**config.mk**
```make
export PLATFORM = sky130hd
export DESIGN_NAME = mib_slave
export DESIGN_NICKNAME = d
export VERILOG_FILES = /design/src/rtl/mib_pkg.sv /design/src/rtl/mib_slave.sv
export SDC_FILE = /design/constraint.sdc
export NUM_CORES = 1
export LEC_CHECK = 0
export CAP_MARGIN = 0
export CORE_MARGIN = 8
export CORE_UTILIZATION = 35
export DETAILED_ROUTE_END_ITERATION = 8
export PLACE_DENSITY_LB_ADDON = 0.05
export SLEW_MARGIN = 30
export SYNTH_ARGS = -nofsm -noshare
export SYNTH_HDL_FRONTEND = slang
export SYNTH_SLANG_ARGS = --single-unit
```
**constraint.sdc**
```tcl
create_clock -name clk -period 3.5 [get_ports clk]
set_input_delay 0.35 -clock clk [delete_from_list [all_inputs] [get_ports clk]]
set_output_delay 0.35 -clock clk [all_outputs]
set_load 0.02 [all_outputs]
```
**src/rtl/mib_pkg.sv**
```systemverilog
// Shared definitions for the MIB command-bus responder and its master-side models.
// Bus width, master acknowledge window and responder FSM state encoding.
package mib_pkg;

    localparam int MIB_BUS_BITS           = 16;
    localparam int P_CMD_ACK_TIMEOUT_CLKS = 32;
    localparam int MIB_ADDR_BITS_DEF      = 24;
    localparam int MIB_DATA_BITS_DEF      = 32;

    typedef enum logic [2:0] {
        ST_IDLE,
        ST_ADDR_LO,
        ST_WDATA_HI,
        ST_WDATA_LO,
        ST_REQ,
        ST_WR_ACK,
        ST_RD_HI,
        ST_RD_LO
    } mib_state_t;

endpackage

```
**src/rtl/mib_slave.sv**
```systemverilog
// MIB responder: decodes multiplexed bus transactions into one register-port request each.
// All outputs registered; read data returned as two beats behind slave_ack, pad driven only then.
module mib_slave
    import mib_pkg::*;
#(
    parameter int ADDR_BITS   = MIB_ADDR_BITS_DEF,
    parameter int DATA_BITS   = MIB_DATA_BITS_DEF,
    parameter int ACK_TIMEOUT = 16
) (
    input  logic                    clk,
    input  logic                    rst_n,
    input  logic                    mib_start,
    input  logic                    mib_rd_wr_n,
    input  logic [MIB_BUS_BITS-1:0] mib_ad_i,
    output logic [MIB_BUS_BITS-1:0] mib_ad_o,
    output logic                    mib_ad_oe,
    output logic                    mib_slave_ack,
    output logic                    reg_req,
    output logic                    reg_wr,
    output logic [ADDR_BITS-1:0]    reg_addr,
    output logic [DATA_BITS-1:0]    reg_wdata,
    input  logic [DATA_BITS-1:0]    reg_rdata,
    input  logic                    reg_ack,
    output logic                    timeout_pulse,
    output logic                    proto_err
);

    localparam int               CNT_W    = $clog2(ACK_TIMEOUT + 1);
    localparam logic [CNT_W-1:0] CNT_LAST = CNT_W'(ACK_TIMEOUT - 1);

    mib_state_t                state_q, state_d;
    logic                      wr_q, wr_d;
    logic [ADDR_BITS-1:0]      addr_q, addr_d;
    logic [DATA_BITS-1:0]      wdata_q, wdata_d;
    logic [DATA_BITS-1:0]      rdata_q, rdata_d;
    logic [CNT_W-1:0]          cnt_q, cnt_d;
    logic                      req_q, req_d;
    logic                      ack_q, ack_d;
    logic                      oe_q, oe_d;
    logic [MIB_BUS_BITS-1:0]   ad_o_q, ad_o_d;
    logic                      to_q, to_d;
    logic                      perr_q, perr_d;

    always_comb begin
        state_d = state_q;
        wr_d    = wr_q;
        addr_d  = addr_q;
        wdata_d = wdata_q;
        rdata_d = rdata_q;
        cnt_d   = '0;
        to_d    = 1'b0;
        perr_d  = 1'b0;

        // A start beat always wins: mid-transaction it aborts the current access.
        if (mib_start) begin
            perr_d                   = (state_q != ST_IDLE);
            wr_d                     = ~mib_rd_wr_n;
            addr_d[ADDR_BITS-1:16]   = mib_ad_i[ADDR_BITS-17:0];
            state_d                  = ST_ADDR_LO;
        end else begin
            case (state_q)
                ST_IDLE: state_d = ST_IDLE;
                ST_ADDR_LO: begin
                    addr_d[15:0] = mib_ad_i;
                    state_d      = wr_q ? ST_WDATA_HI : ST_REQ;
                end
                ST_WDATA_HI: begin
                    wdata_d[DATA_BITS-1:MIB_BUS_BITS] = mib_ad_i;
                    state_d                           = ST_WDATA_LO;
                end
                ST_WDATA_LO: begin
                    wdata_d[MIB_BUS_BITS-1:0] = mib_ad_i;
                    state_d                   = ST_REQ;
                end
                ST_REQ: begin
                    if (reg_ack) begin
                        rdata_d = reg_rdata;
                        state_d = wr_q ? ST_WR_ACK : ST_RD_HI;
                    end else if (cnt_q == CNT_LAST) begin
                        to_d    = 1'b1;
                        state_d = ST_IDLE;
                    end else begin
                        cnt_d = cnt_q + 1'b1;
                    end
                end
                ST_WR_ACK: state_d = ST_IDLE;
                ST_RD_HI:  state_d = ST_RD_LO;
                ST_RD_LO:  state_d = ST_IDLE;
                default:   state_d = ST_IDLE;
            endcase
        end

        // Outputs are decoded from the next state so they leave the flops aligned with it.
        req_d  = (state_d == ST_REQ);
        ack_d  = (state_d == ST_WR_ACK) || (state_d == ST_RD_HI);
        oe_d   = (state_d == ST_RD_HI) || (state_d == ST_RD_LO);
        ad_o_d = '0;
        if (state_d == ST_RD_HI) begin
            ad_o_d = rdata_d[DATA_BITS-1:MIB_BUS_BITS];
        end else if (state_d == ST_RD_LO) begin
            ad_o_d = rdata_q[MIB_BUS_BITS-1:0];
        end
    end

    always_ff @(posedge clk or negedge rst_n) begin
        if (!rst_n) begin
            state_q <= ST_IDLE;
            wr_q    <= 1'b0;
            addr_q  <= '0;
            wdata_q <= '0;
            rdata_q <= '0;
            cnt_q   <= '0;
            req_q   <= 1'b0;
            ack_q   <= 1'b0;
            oe_q    <= 1'b0;
            ad_o_q  <= '0;
            to_q    <= 1'b0;
            perr_q  <= 1'b0;
        end else begin
            state_q <= state_d;
            wr_q    <= wr_d;
            addr_q  <= addr_d;
            wdata_q <= wdata_d;
            rdata_q <= rdata_d;
            cnt_q   <= cnt_d;
            req_q   <= req_d;
            ack_q   <= ack_d;
            oe_q    <= oe_d;
            ad_o_q  <= ad_o_d;
            to_q    <= to_d;
            perr_q  <= perr_d;
        end
    end

    assign reg_req       = req_q;
    assign reg_wr        = wr_q;
    assign reg_addr      = addr_q;
    assign reg_wdata     = wdata_q;
    assign mib_slave_ack = ack_q;
    assign mib_ad_oe     = oe_q;
    assign mib_ad_o      = ad_o_q;
    assign timeout_pulse = to_q;
    assign proto_err     = perr_q;

endmodule

```
==> results of run 1 <==
[state kept, by name (all words and copies together), names as in the netlist]
name and cells:
reg_addr 24, reg_wdata 32, reg_wr 1, mib_ad_o 16, timeout_pulse 1, mib_slave_ack 1, cnt_q 5, proto_err 1
rdata_q 32, reg_req 1, state_q 3, mib_ad_oe 1
[cell usage after synthesis (2+ instances only)]
master / number / area [um^2]
a21oi_1: 3 / 15.0
a311oi_1: 10 / 87.6
a311oi_2: 6 / 90.1
buf_2: 8 / 40.0
buf_4: 4 / 30.0
buf_6: 5 / 56.3
clkbuf_1: 2 / 7.51
dfrtp_1: 118 / 2950
inv_1: 5 / 18.8
mux2_1: 4 / 45.0
mux2_2: 52 / 586
nand2_1: 99 / 372
nand3_1: 3 / 15.0
nand4bb_1: 2 / 22.5
nor2_1: 23 / 86.3
nor3_1: 5 / 25.0
[where the power goes]
group | total [mW] | switching (mW) | internal (mW) | leakage, nW
clock | 1.76 | 0.571 | 1.19 | 0.303
sequential | 1.87 | 0.165 | 1.71 | 1.50
combinational | 1.30 | 0.637 | 0.667 | 1.17
[final timing paths]
check                                      from                       end  slack, ns  cells after the start
setup reg to reg           state_q[2]$_DFF_PN0_     mib_ad_o[9]$_DFF_PN0_       1.34                      4
hold reg to reg              cnt_q[4]$_DFF_PN0_   timeout_pulse$_DFF_PN0_       0.46                      1
max in group asynchronous                 rst_n  reg_addr[10]$_DFFE_PN0P_       2.69                      2
setup / recovery                      mib_start     mib_ad_o[1]$_DFF_PN0_       1.25                      5
min in group clk             cnt_q[4]$_DFF_PN0_   timeout_pulse$_DFF_PN0_       0.46                      1
hold / removal                            rst_n        cnt_q[2]$_DFF_PN0_       0.04                      1
[cell usage in the layout (no fill, tap or decap), types with 5 or more instances in the layout]
cell               n
inv_1              5
buf_4              5
nor2_1            23
nand2_1           99
a311oi_1          10
clkdlybuf4s50_1  129
nor3_1             5
clkbuf_16         17
mux2_2            52
dfrtp_1          118
a311oi_2           6
clkinv_2           5
[kinds of logic after synthesis]
family                   count (synthesis)
adder cells (fa/ha/maj)                  1
buffers and inverters                   26
AO/OA/AOI/OAI                           25
XOR/XNOR                                 2
AND/OR/NAND/NOR                        141
multiplexers                            56
flip-flops                             118
[per-stage QoR]
stage | setup slack (ns) | utilization [%] | hold slack, ns | cell area [um^2]
after detailed placement | 0.819 | 46.5 | 0.455 | 6080
after CTS | 1.23 | 51.1 | 0.0756 | 6690
final | 1.25 | 51.3 | 0.0393 | 6710
after global placement | 0.871 | 46.5 | 0.452 | 6080
after floorplan | 1.76 | - | 0.0544 | 4650
after global routing | 1.13 | 51.3 | 0.109 | 6710
[worst max-delay path, stage by stage]
cell and delay (ns):
clkdlybuf4s50_1 0.66, or4_4 0.85, clkinv_4 0.30, nand2_1 0.14, a311oi_2 0.24
[layout make-up]
type,instances,area (um^2),area share (%)
Multi-Input combinational cell,225,1530,22.9
Sequential cell,118,2950,44.0
Tap cell,176,220,3.28
Clock inverter,9,123,1.83
Clock buffer,23,488,7.27
Inverter,6,27.5,0.410
Timing Repair Buffer,136,1360,20.3
[routing by layer]
metal  vias to the layer above  share of wire, %  global-route usage (%)
met3                        13               9.4                    7.20
met1                      1559                43                    15.9
met2                        92                46                    20.5
li1                       1532                 -                       -
met5                         -                 0                       0
met4                         0               1.4                    5.74
==> results.md, run 1 <==
- Pwr Density: approximately 740 nW/um^2
- Final Hold Viols: 0
- Mux share of post-synthesis cell area: between 10% and 20%
- Gr usage total: a little over an eighth
- Hold_buf cts: 0
- Slew headroom: around 42%
- Starting Density: 35.5%
- Layout cells sized above 1: 20.1%
- Die W: between 100 and 150 um
- FF+latch count, synth: between 100 and 150
- WL per Instance: ~16 um
- Syn avg cell area: between 10 and 15 um^2
- GRT overflow: 0
- Vias after detailed routing: approximately 3.2k
- Synth warn: 0
- Post-Synth XOR/XNOR Area: less than 1%
- WP data arrival: between 2 and 3 ns
- Worst Path Max Fanout: 33
- Clk sinks: between 100 and 150
- Synthesized Nets: roughly 420
- Hold Crit Class: primary input to async pin
- Cells after synthesis: 369
- Antenna Cells: 0
- CTS Buf Count: 17
- Number of core rows: 42
- Final Cycle Share: roughly 64%
- Synth Area in Adders: less than 1%
- Synthesized cell area: around 4700 um^2
- Core area: about 13000 um^2
- DRT Wirelength: between 10000 and 15000 um
- Clock-pin slew on the worst setup and hold paths: 0.05 ns
- Ys async rst share: 100%
- Final Max Tran Viols: 0
- Die Y-Extent: 131 um
- Compound-Gate Fraction of Synth Area: roughly 5.2%
- Max Buffers Root-to-Sink: 2
- Maximum VDD drop: ~0.4 mV
- Status: completed
- Fin cells: approximately 690
- Skew final: roughly 0.007 ns
- CTS tree: done
- Drt pass-1 iters: 5
- Inst Count DP: 660
- Post-synthesis simple-gate area fraction: between 10% and 20%
- Largest family of logic cells by synthesized area: multiplexers
- DR DRC count: 0
- DR vias/cell: roughly 4.6
- Tightest Pin Transition: between 0.8 and 0.9 ns
- Number of H-tree levels: 4
- Fill cells: 1160
- Ys flop type: dfrtp_1
- Tot Pwr: 4.93 mW
- Post-DP HPWL: ~7700 um
- Leak pwr: 2.97 nW
- Crit Path Category: primary input to flip-flop
- First-pass GRT wire length: ~19000 um
- Vias in the first global route: around 3.4k
- Max-Cap Viols: 0
- Clk_lat worst skew: approximately 0.40 ns
- F_max: roughly 0.44 GHz
- RSZ-0062 raised after global routing: no
- Antenna violations before repair: 0
- Postcts setup bufs: 0
- Area added between synthesis and finish: 44.2%
- Startpoint types: primary input
- Post-synth cell types: 36
- Routed Antenna Nets: 0
- Pin count of the biggest net entering global routing: 65
- Clock root cell: clkbuf_16
- Gpl congestion: 0.694
- Number of port buffers: between 100 and 150
- Setup Viol. Count Final: 0
- Post-layout min period: approximately 2.2 ns
- Seq/Total Area, Yosys: approximately 63%
- Die area: between 15000 and 20000 um^2
- Post-synth EDFFs: 0
- Post-cts resize count: 0
- DRT iter0 DRCs: 171
- Critical Path RT: 3.80 ns
- Setup TNS: 0 ns
- CP Capture Type: flip-flop
- Final net count: between 500 and 600
- Num ports: around 130
No activity file was read; power rests on OpenSTA's default activity.
==> inputs of run 2 (changes only) <==
==> constraint.sdc (replaced) <==
create_clock -name clk -period 2.2 [get_ports clk]
set_input_delay 0.22 -clock clk [delete_from_list [all_inputs] [get_ports clk]]
set_output_delay 0.22 -clock clk [all_outputs]
set_load 0.02 [all_outputs]
==> results.md, run 2 (synthesis results as in run 1) <==
- Status: completed (unchanged)
- Antenna violations before repair: 0 (unchanged)
- Slew headroom: 73.5% (was 42.3%)
- WP data arrival: 2.18 ns (was 2.55 ns)
- Leak pwr: 2.98 nW (was 2.97 nW)
- DRT iter0 DRCs: 108 (was 171)
- Number of core rows: 42 (unchanged)
- Hold Crit Class: primary input to async pin (unchanged)
- Worst hold slack: 0.202 ns (was 0.0393 ns)
- Most common cell after layout, fill and taps aside: clkdlybuf4s50_1 (unchanged)
- Clk sinks: 118 (unchanged)
- Final Cycle Share: a little under nine tenths
- Maximum VDD drop: 0.622 mV (was 0.403 mV)
- Die Y-Extent: 131 um (unchanged)
- Clock root cell: clkbuf_16 (unchanged)
- FF/Latch Area: 2950 um^2 (unchanged)
- Multi-input logic area: 1530 um^2 (unchanged)
- Fill cells: 1175 (was 1160)
- Vias after detailed routing: 3230 (was 3196)
- CTS Buf Count: 17 (unchanged)
- DR vias/cell: 4.62 (was 4.61)
- RSZ-0062 raised after global routing: no (unchanged)
- Final Max Tran Viols: 0 (unchanged)
- Post-Layout Inst Area: 6720 um^2 (was 6710 um^2)
- Commonest non-fill, non-tap cells in the layout: clkdlybuf4s50_1 (129), dfrtp_1 (118), nand2_1 (99) (unchanged)
- Area added between synthesis and finish: 44.6% (was 44.2%)
- First-pass GRT wire length: 18900 um (was 18600 um)
- Routed Antenna Nets: 0 (unchanged)
- Number of port buffers: 130 (unchanged)
- Clock-pin slew on the worst setup and hold paths: 0.05 ns (about the same)
- Pwr Density: 1120 nW/um^2 (was 735 nW/um^2)
- Startpoint types: flip-flop (was primary input)
- Tightest Pin Transition: 0.397 ns (was 0.866 ns)
- Vias in the first global route: 3595 (was 3419)
- Gpl congestion: 0.706 (was 0.694)
- DR DRC count: 0 (unchanged)
- Antenna Cells: 0 (unchanged)
- Num ports: 131 (unchanged)
- Number of H-tree levels: 4 (unchanged)
- Inst Count DP: 667 (was 660)
- Die W: 131 um (unchanged)
- Postcts setup bufs: 0 (unchanged)
- Final net count: 565 (was 558)
- Die area: 17200 um^2 (unchanged)
- Clk_lat worst skew: 0.40 ns (about the same)
- Worst Path Max Fanout: 17 (was 33)
- Crit Path Category: flip-flop to flip-flop (was primary input to flip-flop)
- F_max: ~0.53 GHz
- Placed inst area: 6170 um^2 (was 6080 um^2)
- Starting Density: 35.5% (unchanged)
- Max-Cap Viols: 0 (unchanged)
- Layout cells sized above 1: 20.3% (was 20.1%)
- Drt pass-1 iters: 4 (was 5)
- Final Hold Viols: 0 (unchanged)
- WL per Instance: 16.4 um (was 16.3 um)
- Fin cells: 699 (was 693)
- Post-layout min period: around 1.9 ns
- CP Capture Type: flip-flop (unchanged)
- Setup Viol. Count Final: 0 (unchanged)
- Pin count of the biggest net entering global routing: 55 (was 65)
- CTS tree: done (unchanged)
- Critical Path RT: 2.50 ns (was 3.80 ns)
- Gr usage total: 13.9% (was 13.6%)
- GRT overflow: 0 (unchanged)
- Core area: 13100 um^2 (unchanged)
- Max Buffers Root-to-Sink: 2 (unchanged)
- DRT Wirelength: 11500 um (was 11300 um)
- Skew final: 0.00584 ns (was 0.00720 ns)
- Post-DP HPWL: 7900 um (was 7660 um)
- Setup TNS: 0 ns (unchanged)
[run 2: per-stage QoR]
step                utilization [%]  total power [mW]  setup slack, ns
floorplan                         -              4.03            0.462
global placement               47.2              5.10            0.237
detailed placement             47.2              5.14            0.138
CTS                            51.4              7.68            0.312
global route                   51.4              7.96            0.211
finish                         51.4              7.56            0.316
[run 2: area by class of cell]
class,instances,share of cell area [%]
Multi-Input combinational cell,225,22.8
Timing Repair Buffer,143,21.5
Tap cell,176,3.28
Sequential cell,118,43.9
Inverter,6,0.409
Clock buffer,28,7.83
Clock inverter,3,0.223
[run 2: layer usage]
metal	vias up	part of all wire (%)	GRT usage [%]
met5	-	0	0
met4	0	0.62	5.36
met3	10	8.8	6.86
met2	90	48	22.2
met1	1589	43	15.6
li1	1541	-	-
[run 2: what timing repair did]
item                                   4_1_cts  5_1_grt
endpoints found under the hold margin       63        0
setup endpoints to repair                    0        0
resized for setup                            0        0
hold buffers                                 1        0
[run 2: critical path, stage by stage, from the launching register on]
cell and delay [ns]:
dfrtp_1 0.51, nand4bb_1 0.27, a31o_1 0.25, a221o_1 0.25, buf_4 0.22, a311oi_1 0.28
[run 2: path summary, 6_finish.rpt]
kind	from	end	slack, ns	cells past startpoint
worst max register to register	state_q[1]$_DFF_PN0_	mib_ad_o[13]$_DFF_PN0_	0.32	5
max in group asynchronous	rst_n	reg_wdata[25]$_DFFE_PN0P_	1.39	3
worst min-delay path	rst_n	rdata_q[16]$_DFF_PN0_	0.20	2
worst max-delay path	state_q[1]$_DFF_PN0_	mib_ad_o[13]$_DFF_PN0_	0.32	5
min in group clk	reg_rdata[5]	rdata_q[5]$_DFFE_PN0P_	0.35	3
worst min register to register	cnt_q[0]$_DFF_PN0_	cnt_q[0]$_DFF_PN0_	0.47	1
[run 2: power by group]
part / total, mW / switching [mW] / internal, mW / leakage, nW
Sequential: 2.98 / 0.268 / 2.71 / 1.50
Clock: 2.48 / 0.877 / 1.61 / 0.270
Combinational: 2.10 / 1.02 / 1.08 / 1.21
